--- config.mk ---
export PLATFORM = sky130hd
export DESIGN_NAME = dw_shad_reg_bank_flat
export DESIGN_NICKNAME = d
export VERILOG_FILES = /design/src/rtl/dw_shad_reg_bank_if.sv /design/src/rtl/dw_shad_reg_bank.sv /design/src/flat_wrapper.sv
export SDC_FILE = /design/constraint.sdc
export NUM_CORES = 1
export LEC_CHECK = 0
export ABC_AREA = 1
export BUFFER_PORTS_ARGS = -buffer_cell sky130_fd_sc_hd__clkbuf_2
export CORE_MARGIN = 1
export CORE_UTILIZATION = 48
export CTS_BUF_LIST = sky130_fd_sc_hd__clkbuf_8 sky130_fd_sc_hd__clkbuf_16
export DETAILED_ROUTE_END_ITERATION = 7
export GPL_TIMING_DRIVEN = 0
export PLACE_DENSITY = 0.73
export SLEW_MARGIN = 20
export SYNTH_ARGS = -nofsm -noshare
export SYNTH_HDL_FRONTEND = slang
export SYNTH_SLANG_ARGS = --single-unit
export TNS_END_PERCENT = 30
--- constraint.sdc ---
create_clock -name sys_clk -period 1.7 [get_ports sys_clk]
set_input_delay 0 -clock sys_clk [delete_from_list [all_inputs] [get_ports sys_clk]]
set_output_delay 0 -clock sys_clk [all_outputs]
set_load 0.005 [all_outputs]
--- src/rtl/dw_shad_reg_bank_if.sv ---
// ---------------------------------------------------------------------------
// dw_shad_reg_bank_if
//   Bundles the data/control signals of dw_shad_reg_bank. sys_clk and reset
//   stay plain ports on the bank itself.
//
//   master (driver side) drives : datain, load, capture, SE, SI, update,
//                                 dump_start
//   slave  (register bank) drives: sys_out, shad_out, SO, busy, done
// ---------------------------------------------------------------------------
interface dw_shad_reg_bank_if #(
    parameter int width    = 8,
    parameter int num_regs = 4
) ();
    logic [width*num_regs-1:0] datain;      // parallel load data, slice k = [k*width +: width]
    logic [num_regs-1:0]       load;        // per-register load enable
    logic                      capture;     // snapshot system regs into shadow chain
    logic                      SE;          // manual shift enable
    logic                      SI;          // serial input into chain bit 0
    logic                      update;      // copy shadow chain into system regs
    logic                      dump_start;  // start automatic serial dump
    logic [width*num_regs-1:0] sys_out;     // system register contents
    logic [width*num_regs-1:0] shad_out;    // shadow chain contents
    logic                      SO;          // serial out (chain MSB)
    logic                      busy;        // dump engine shifting
    logic                      done;        // one-cycle dump-complete pulse

    modport master (
        output datain, load, capture, SE, SI, update, dump_start,
        input  sys_out, shad_out, SO, busy, done
    );

    modport slave (
        input  datain, load, capture, SE, SI, update, dump_start,
        output sys_out, shad_out, SO, busy, done
    );
endinterface

--- src/rtl/dw_shad_reg_bank.sv ---
// ---------------------------------------------------------------------------
// dw_shad_reg_bank
//   Bank of num_regs system registers (width bits each) with a paired shadow
//   scan chain for debug observability and override.
//     - capture : whole bank snapshotted into the chain in one cycle
//     - SE / SI : manual serial shift, MSB (reg num_regs-1, bit width-1) first
//     - dump    : internal engine shifts the full chain out in exactly
//                 width*num_regs cycles, then pulses done
//     - update  : chain written back into the system registers
//   With bld_shad_reg == 0 the chain and dump engine are not built; the
//   system registers still work.
//
//   Ports:
//     sys_clk : clock, all state on rising edge
//     reset   : synchronous, active-low
//     bus     : dw_shad_reg_bank_if.slave (data/control bundle)
// ---------------------------------------------------------------------------
module dw_shad_reg_bank #(
    parameter int width        = 8,
    parameter int num_regs     = 4,
    parameter bit bld_shad_reg = 1'b1
) (
    input  logic                   sys_clk,
    input  logic                   reset,
    dw_shad_reg_bank_if.slave      bus
);
    localparam int n     = width * num_regs;
    localparam int cnt_w = (n > 1) ? $clog2(n) : 1;

    logic [n-1:0] sys_q;
    logic [n-1:0] shad_q;
    logic         busy_q;
    logic         done_q;
    logic         do_update;

    // Update is locked out while the dump engine owns the chain.
    assign do_update = bus.update && !busy_q && bld_shad_reg;

    // System registers: update beats per-register load, otherwise hold.
    // NOTE: sequential state uses non-blocking (<=) so every register samples
    // pre-edge values; capture below relies on reading sys_q before this
    // edge's load/update.
    always_ff @(posedge sys_clk) begin
        if (!reset) begin
            sys_q <= '0;
        end else begin
            for (int k = 0; k < num_regs; k++) begin
                if (do_update)
                    sys_q[k*width +: width] <= shad_q[k*width +: width];
                else if (bus.load[k])
                    sys_q[k*width +: width] <= bus.datain[k*width +: width];
            end
        end
    end

    generate
        if (bld_shad_reg) begin : g_shad
            typedef enum logic [1:0] {IDLE, SHIFT, DONE} state_t;

            state_t             state_q;
            logic [cnt_w-1:0]   cnt_q;
            logic [n-1:0]       shift_val;

            // Dropping the concatenation MSB gives {shad[n-2:0], SI}, and
            // degenerates to just SI when n == 1.
            assign shift_val = n'({shad_q, bus.SI});

            always_ff @(posedge sys_clk) begin
                if (!reset)
                    shad_q <= '0;
                else if (busy_q)
                    shad_q <= shift_val;
                else if (bus.capture)
                    shad_q <= sys_q;
                else if (bus.SE)
                    shad_q <= shift_val;
            end

            // Dump engine: busy/done are registered alongside the state so
            // busy is high for exactly the n SHIFT cycles.
            always_ff @(posedge sys_clk) begin
                if (!reset) begin
                    state_q <= IDLE;
                    cnt_q   <= '0;
                    busy_q  <= 1'b0;
                    done_q  <= 1'b0;
                end else begin
                    case (state_q)
                        IDLE: begin
                            done_q <= 1'b0;
                            if (bus.dump_start) begin
                                state_q <= SHIFT;
                                cnt_q   <= cnt_w'(n - 1);
                                busy_q  <= 1'b1;
                            end
                        end
                        SHIFT: begin
                            if (cnt_q == '0) begin
                                state_q <= DONE;
                                busy_q  <= 1'b0;
                                done_q  <= 1'b1;
                            end else begin
                                cnt_q <= cnt_q - cnt_w'(1);
                            end
                        end
                        DONE: begin
                            state_q <= IDLE;
                            done_q  <= 1'b0;
                        end
                        default: begin
                            state_q <= IDLE;
                            busy_q  <= 1'b0;
                            done_q  <= 1'b0;
                        end
                    endcase
                end
            end
        end else begin : g_no_shad
            assign shad_q = '0;
            assign busy_q = 1'b0;
            assign done_q = 1'b0;
        end
    endgenerate

    assign bus.sys_out  = sys_q;
    assign bus.shad_out = shad_q;
    assign bus.SO       = shad_q[n-1];
    assign bus.busy     = busy_q;
    assign bus.done     = done_q;
endmodule

--- src/flat_wrapper.sv ---
// flat-port wrapper written by rule: the top's interface ports become plain ports
module dw_shad_reg_bank_flat 
#(
    parameter int width        = 8,
    parameter int num_regs     = 4,
    parameter bit bld_shad_reg = 1'b1
)
  (sys_clk, reset, bus_datain, bus_load, bus_capture, bus_SE, bus_SI, bus_update, bus_dump_start, bus_sys_out, bus_shad_out, bus_SO, bus_busy, bus_done);
  dw_shad_reg_bank_if #(.width(width), .num_regs(num_regs)) bus_i ();
  input  logic sys_clk;
  input  logic reset;
  input wire logic [$bits(bus_i.datain)-1:0] bus_datain;
  input wire logic [$bits(bus_i.load)-1:0] bus_load;
  input wire logic [$bits(bus_i.capture)-1:0] bus_capture;
  input wire logic [$bits(bus_i.SE)-1:0] bus_SE;
  input wire logic [$bits(bus_i.SI)-1:0] bus_SI;
  input wire logic [$bits(bus_i.update)-1:0] bus_update;
  input wire logic [$bits(bus_i.dump_start)-1:0] bus_dump_start;
  output wire logic [$bits(bus_i.sys_out)-1:0] bus_sys_out;
  output wire logic [$bits(bus_i.shad_out)-1:0] bus_shad_out;
  output wire logic [$bits(bus_i.SO)-1:0] bus_SO;
  output wire logic [$bits(bus_i.busy)-1:0] bus_busy;
  output wire logic [$bits(bus_i.done)-1:0] bus_done;
  assign bus_i.datain = bus_datain;
  assign bus_i.load = bus_load;
  assign bus_i.capture = bus_capture;
  assign bus_i.SE = bus_SE;
  assign bus_i.SI = bus_SI;
  assign bus_i.update = bus_update;
  assign bus_i.dump_start = bus_dump_start;
  assign bus_sys_out = bus_i.sys_out;
  assign bus_shad_out = bus_i.shad_out;
  assign bus_SO = bus_i.SO;
  assign bus_busy = bus_i.busy;
  assign bus_done = bus_i.done;
  dw_shad_reg_bank #(.width(width), .num_regs(num_regs), .bld_shad_reg(bld_shad_reg)) u_core (.sys_clk(sys_clk), .reset(reset), .bus(bus_i));
endmodule
==> results of run 1 <==
[per-stage QoR]
stage | worst slack, ps | instances | util [%]
floorplan | 596 | 479 | -
global placement | 469 | 683 | 59.3
detailed placement | 419 | 683 | 59.3
CTS | 41.3 | 733 | 67.1
global route | 48.0 | 732 | 67.0
finish | 80.3 | 732 | 67.0
[Yosys cell counts]
cell type  instances
buf_6              4
clkbuf_4           1
buf_2             16
ha_1               1
nand3b_1           1
o21ai_0          110
o21ai_1           20
clkbuf_2           1
a211oi_1           1
nor2_1            43
inv_1             75
dfxtp_1           73
nor2_2             2
nand3_2            1
nor3_1             1
nand2_4            4
buf_4              3
nand2_2            1
nand2_1           44
clkbuf_1           5
nand3_1            3
a21oi_1           66
inv_2              2
o21bai_1           1
[cell usage in the layout, fill, tap and decap left out]
cell           netlist  layout
ha_1                 1       1
nand3_2              1       1
nor2_2               2       2
clkbuf_1             5       5
nand3_1              3       3
dlygate4sd3_1        0      34
nor3_1               1       1
buf_2               16      16
nand2_2              1       1
nand2_1             44      44
a211oi_1             1       1
clkbuf_2             1     109
inv_2                2       2
clkinv_2             0       2
nor2_1              43      43
clkbuf_8             0      13
dfxtp_1             73      73
nand2_4              4       4
o21ai_1             20      20
inv_1               75      76
o21bai_1             1       1
buf_4                3       3
o21ai_0            110     110
a21oi_1             66      66
buf_6                4       4
nand3b_1             1       1
[report_power, final]
| group | internal (uW) | total [uW] | leakage, uW | switching, uW |
|---|---|---|---|---|
| clock | 680 | 1300 | 0.000107 | 624 |
| combinational | 441 | 980 | 0.00146 | 539 |
| sequential | 1890 | 2050 | 0.000606 | 160 |
| total | 3010 | 4340 | 0.00217 | 1320 |
[state kept, by name, indices dropped and copies added, names as in the netlist]
register,cells
u_core.bus.shad_out,32
u_core.bus.sys_out,32
u_core.g_shad.cnt_q,5
u_core.g_shad.state_q,2
u_core.bus.busy,1
u_core.bus.done,1
[area by class of cell]
cell class,count,area share [%]
multi-input combinational,299,31.6
tap,96,2.64
buffer,29,3.77
sequential,73,32.1
clock buffer,13,3.93
clock inverter,3,0.302
inverter,77,6.35
timing repair buffer,142,19.4
[worst max-delay path: cells and delay by family (launching register included)]
kind            cells  cell delay, ps
compound gates      1              90
flops               1             370
buf+inv             3             900
simple gates        1             140
[metal layers]
metal / track usage, % / routed length, um
met3: 4.91 / 538
met2: 42.6 / 4580
met5: 0 / 0
met4: 9.55 / 168
met1: 34.6 / 4310
[cell families (layout without fill, tap and decap cells)]
group	after synthesis	count (layout)	synth area share [%]
AO/OA/AOI/OAI	198	198	29.6
adder cells (fa/ha/maj)	1	1	0.372
AND/OR/NAND/NOR	100	100	12.7
flip-flops	73	73	43.4
buffers and inverters	107	264	13.9
[path summary, 6_finish.rpt]
check | startpoint | end | slack, ps
max | u_core.bus.busy | u_core.bus.shad_out[0] | 80
min | reset | u_core.bus.shad_out[8] | 70
max reg2reg | u_core.bus.busy | u_core.bus.shad_out[0] | 80
min reg2reg | u_core.bus.done | u_core.bus.done | 470
[timing repair]
action                     CTS  global route
hold endpoints to repair    39             0
setup buffers                0             0
hold buffers                34             0
gates resized for setup      0             0
setup endpoints to repair    0             1
==> results.md, run 1 <==
* Status: completed
* TNS Setup at 0 ps
* DRT Pass-1 Iters at 4
* Setup violators final at 0
* Area added between synthesis and finish at 35.2%
* Register bit total from synthesis at 73
* Critical path type: reg -> reg
* Hold Path Stages at 3
* Tot Pwr at roughly 4300 uW
* NumNets Final at 675
* Worst hold-check path type: in -> reg
* Area of the multi-input gates at approximately 0.0014 mm^2
* FMAX at 0.617 GHz
* Num rows at 30
* Dpl hpwl at 6.42 mm
* First-pass GRT wire length at 15.2 mm
* Fin. Hold Viols at 0
* Worst clock skew at about 8.4 ps
* Total CTS buffers at 9
* Core region area at ~0.0068 mm^2
* Yosys synthesis warning count at 0
* Pin count of the biggest net entering global routing at 12
* RSZ-0062 raised after global routing: false
* Largest area contributor in the netlist: dfxtp_1
* Die H at 85.7 um
* Vias per cell at 4.98
* Syn Std Cell Area at 0.00337 mm^2
* Startpoint Class: register
* R2R depth at 5
* IO Count at between 100 and 150
* CTS root buf: clkbuf_8
* Slowest-stage cell, CP: dlygate4sd3_1
* Antenna cells at 0
* Pleak at approximately 0.0022 uW
* Die width at 85.7 um
* Total clock sinks at 73
* Mapped Nets at 523
* Total die area at roughly 0.0074 mm^2
* Post-Layout Inst Area at 0.00455 mm^2
* H-tree depth at 3
* Hold slack at 66.2 ps
* DP Area at 0.00403 mm^2
* Clock transition at path regs at 70 ps
* Pwr dens at around 950 mW/mm^2
* Crit path DAT at 1850 ps
* Clock latency at the later pin of the worst-skew pair at 340 ps
* Max_cap viols at 0
* Fillers at 597
* Total gr overflow at 0
* Global Route Usage Sum at 26.1%
* Yosys top cell area share at 43.4%
* Critical path required time at 1930 ps
* CP max stage delay at 560 ps
* Max clock buf depth at 2
* CTS tree: built
* Antenna-violating nets left at 0
* Mean Syn Cell Area at around 7.0 um^2
* # DRC at 0
* Top cells by area, synth: dfxtp_1 43%, o21ai_0 16%, a21oi_1 9.8%
* CP Capture Type: register
* Crit path max fanout at 10
* Initial antenna violation count at 0
* Sequential share of the synthesized area at a little over two fifths
* Worst slew pin tran at 521 ps
* GPL Wtd Cong at 0.801
* WL/cell at 13.1 um
* Slew Limit Fails at 0
* Vias in the first global route at around 3200
* Initial core utilization at 49.5%
* Wirelength, routed at 9.60 mm
* Maximum vdd drop at 0.638 mV
* Detailed router's first-iteration violation count at 173
* Slew HR at about two thirds
* Min cycle time layout at 1620 ps
* Layout cells sized above 1 at 24.7%
* Number of port buffers at approximately 110
* Reg area at between 0.001 and 0.0015 mm^2
* Synth cell types at 24
* Cells after synthesis at approximately 480
* Critical-path cell list: inv_2 -> nand2_4 -> buf_2 -> a21oi_1 -> dlygate4sd3_1
* Final worst path period share at 95.3%
* Total vias in the final route at 3649
No activity file was read; power rests on OpenSTA's default activity.
==> run 2, diff against run 1 <==
--- a/config.mk
+++ b/config.mk
@@ -8,7 +8,7 @@
 export ABC_AREA = 1
 export BUFFER_PORTS_ARGS = -buffer_cell sky130_fd_sc_hd__clkbuf_2
 export CORE_MARGIN = 1
-export CORE_UTILIZATION = 48
+export CORE_UTILIZATION = 46
 export CTS_BUF_LIST = sky130_fd_sc_hd__clkbuf_8 sky130_fd_sc_hd__clkbuf_16
 export DETAILED_ROUTE_END_ITERATION = 7
 export GPL_TIMING_DRIVEN = 0
==> constraint.sdc (replaced) <==
create_clock -name sys_clk -period 1.4 [get_ports sys_clk]
set_input_delay 0 -clock sys_clk [delete_from_list [all_inputs] [get_ports sys_clk]]
set_output_delay 0 -clock sys_clk [all_outputs]
set_load 0.005 [all_outputs]
==> run 2 against run 1 <==
Against the previous run: first-iteration DRC count fell by 9.2%; worst hold slack improved by 3.7 ps; critical path depth increased by 1; register-to-register slack improved by 50 ps; utilization fell by 1.9 points; combinational power grew 22%; largest cell class unchanged.
==> results.md, run 2 (synthesis results as in run 1) <==
* Slowest-stage cell, CP: dfxtp_1
* Max_cap viols at 0 (unchanged)
* DRT Pass-1 Iters at 5 (+1)
* CTS tree: built
* Pleak at 0.00215 uW (-0.69%)
* WL/cell at 13.3 um (+1.4%)
* Final worst slack at 131 ps (+50.8 ps)
* RSZ-0062 raised after global routing: false
* Status: completed
* Detailed router's first-iteration violation count at 157 (-9.2%)
* Post-layout instance count excluding filler cells at 730 (-0.27%)
* Setup violators final at 0 (unchanged)
* CTS root buf: clkbuf_8
* Placed instance count at 683 (unchanged)
* Area added between synthesis and finish at 34.3%
* Vias in the first global route at 3369 (+6.1%)
* Crit path DAT at 1500 ps (-350 ps)
* WP buf/inv at 2 (-1)
* Pwr dens at 1120 mW/mm^2 (+17%)
* Slew HR at 65.6% (+0.36 points)
* NumNets Final at 676 (+0.15%)
* GPL Wtd Cong at 0.789 (-1.6%)
* Vias per cell at 5.09 (+2.2%)
* Worst slew pin tran at 516 ps (-5.39 ps)
* Critical path required time at 1630 ps (-300 ps)
* Commonest non-fill, non-tap cell in the layout: o21ai_0
* Total vias in the final route at 3718 (+1.9%)
* IO Count at 110 (unchanged)
* Global Route Usage Sum at 26.1% (about the same)
* DP Area at 0.00403 mm^2 (unchanged)
* Hold slack at 69.9 ps (+3.74 ps)
* Worst clock skew at 5.60 ps (-2.79 ps)
* Critical-path cell list: inv_2 -> nand2_4 -> buf_2 -> o21ai_0 -> a21oi_1 -> nor2_1
* Place WS at 119 ps (-299 ps)
* CP max stage delay at 370 ps (-190 ps)
* Clock transition at path regs at 70 ps (about the same)
* Layout cells sized above 1 at 24.3% (-0.40 points)
* # DRC at 0 (unchanged)
* Post-Layout Inst Area at 0.00452 mm^2 (-0.66%)
* Final worst path period share at 90.6% (-4.6 points)
* Max clock buf depth at 2 (unchanged)
* Worst hold-check path type: in -> reg
* Total clock sinks at 73 (unchanged)
* Antenna cells at 0 (unchanged)
* Clock latency at the later pin of the worst-skew pair at 340 ps (about the same)
* CP delay by family, top: flip-flops
* Initial core utilization at 48.5% (-1.1 points)
* Core region area at 0.00694 mm^2 (+2.2%)
* Total gr overflow at 0 (unchanged)
* Wirelength, routed at 9.71 mm (+1.2%)
* Die width at 87.5 um (+2.1%)
* Fin. Hold Viols at 0 (unchanged)
* Total CTS buffers at 9 (unchanged)
* TNS Setup at 0 ps (unchanged)
* CP Capture Type: register
* First-pass GRT wire length at 15.5 mm (+2.2%)
* Crit path max fanout at 10 (unchanged)
* Min cycle time layout at 1270 ps (-351 ps)
* Num rows at 30 (unchanged)
* Maximum vdd drop at 0.601 mV (-5.8%)
* Initial antenna violation count at 0 (unchanged)
* Pin count of the biggest net entering global routing at 11 (-1)
* Startpoint Class: register
* Die H at 87.5 um (+2.1%)
* H-tree depth at 3 (unchanged)
* Total die area at 0.00766 mm^2 (+4.3%)
* Slew Limit Fails at 0 (unchanged)
* Commonest cells after routing, fill and taps aside: 110 x o21ai_0, 109 x clkbuf_2, 77 x inv_1
* FMAX at 0.788 GHz (+28%)
* Critical path type: reg -> reg
* Number of port buffers at 108 (unchanged)
* Dpl hpwl at 6.58 mm (+2.5%)
* Fillers at 630 (+5.5%)
* Antenna-violating nets left at 0 (unchanged)
run 2: final timing paths:
kind	slack (ps)	cells past startpoint	to	start
setup / recovery	130	6	u_core.bus.sys_out[1]	u_core.bus.busy
hold / removal	70	3	u_core.bus.shad_out[14]	reset
setup reg to reg	130	6	u_core.bus.sys_out[1]	u_core.bus.busy
hold reg to reg	470	2	u_core.bus.done	u_core.bus.done
run 2: layout make-up:
| class | count | area, um^2 | area share (%) |
|---|---|---|---|
| tap | 96 | 120 | 2.66 |
| timing repair buffer | 142 | 881 | 19.5 |
| clock buffer | 10 | 138 | 3.04 |
| clock inverter | 3 | 12.5 | 0.277 |
| inverter | 77 | 289 | 6.39 |
| multi-input combinational | 299 | 1440 | 31.8 |
| buffer | 30 | 184 | 4.07 |
| sequential | 73 | 1460 | 32.3 |
run 2: what timing repair did:
item,in CTS,in global routing
hold buffers,34,0
setup endpoints to repair,0,1
gates resized for setup,0,2
setup buffers,0,0
endpoints found under the hold margin,39,0
run 2: routing by layer:
layer / vias up / share of wire, % / GRT usage (%)
li1: 1858 / - / -
met3: 16 / 6.0 / 3.86
met1: 1694 / 44 / 33.3
met5: - / 0 / 0
met4: 0 / 1.9 / 12.1
met2: 150 / 48 / 43.8
run 2: report_power, final:
part           total (uW)  switching [uW]  leakage, uW  internal (uW)
Clock                1350             708    0.0000865            647
Combinational        1200             660      0.00146            539
Sequential           2490             194     0.000606           2300
run 2: through the flow:
| step | power [uW] | util (%) |
|---|---|---|
| 2_1_floorplan | 3180 | - |
| 3_3_place_gp | 3600 | 58.0 |
| 3_5_place_dp | 3640 | 58.0 |
| 4_1_cts | 5060 | 65.0 |
| 5_1_grt | 5340 | 65.1 |
| 6_report | 5040 | 65.1 |
run 2: worst register-to-register path, stage by stage, from the launching register on:
cell and delay, ps:
dfxtp_1 370, inv_2 90, nand2_4 120, buf_2 240
o21ai_0 110, a21oi_1 160, nor2_1 60
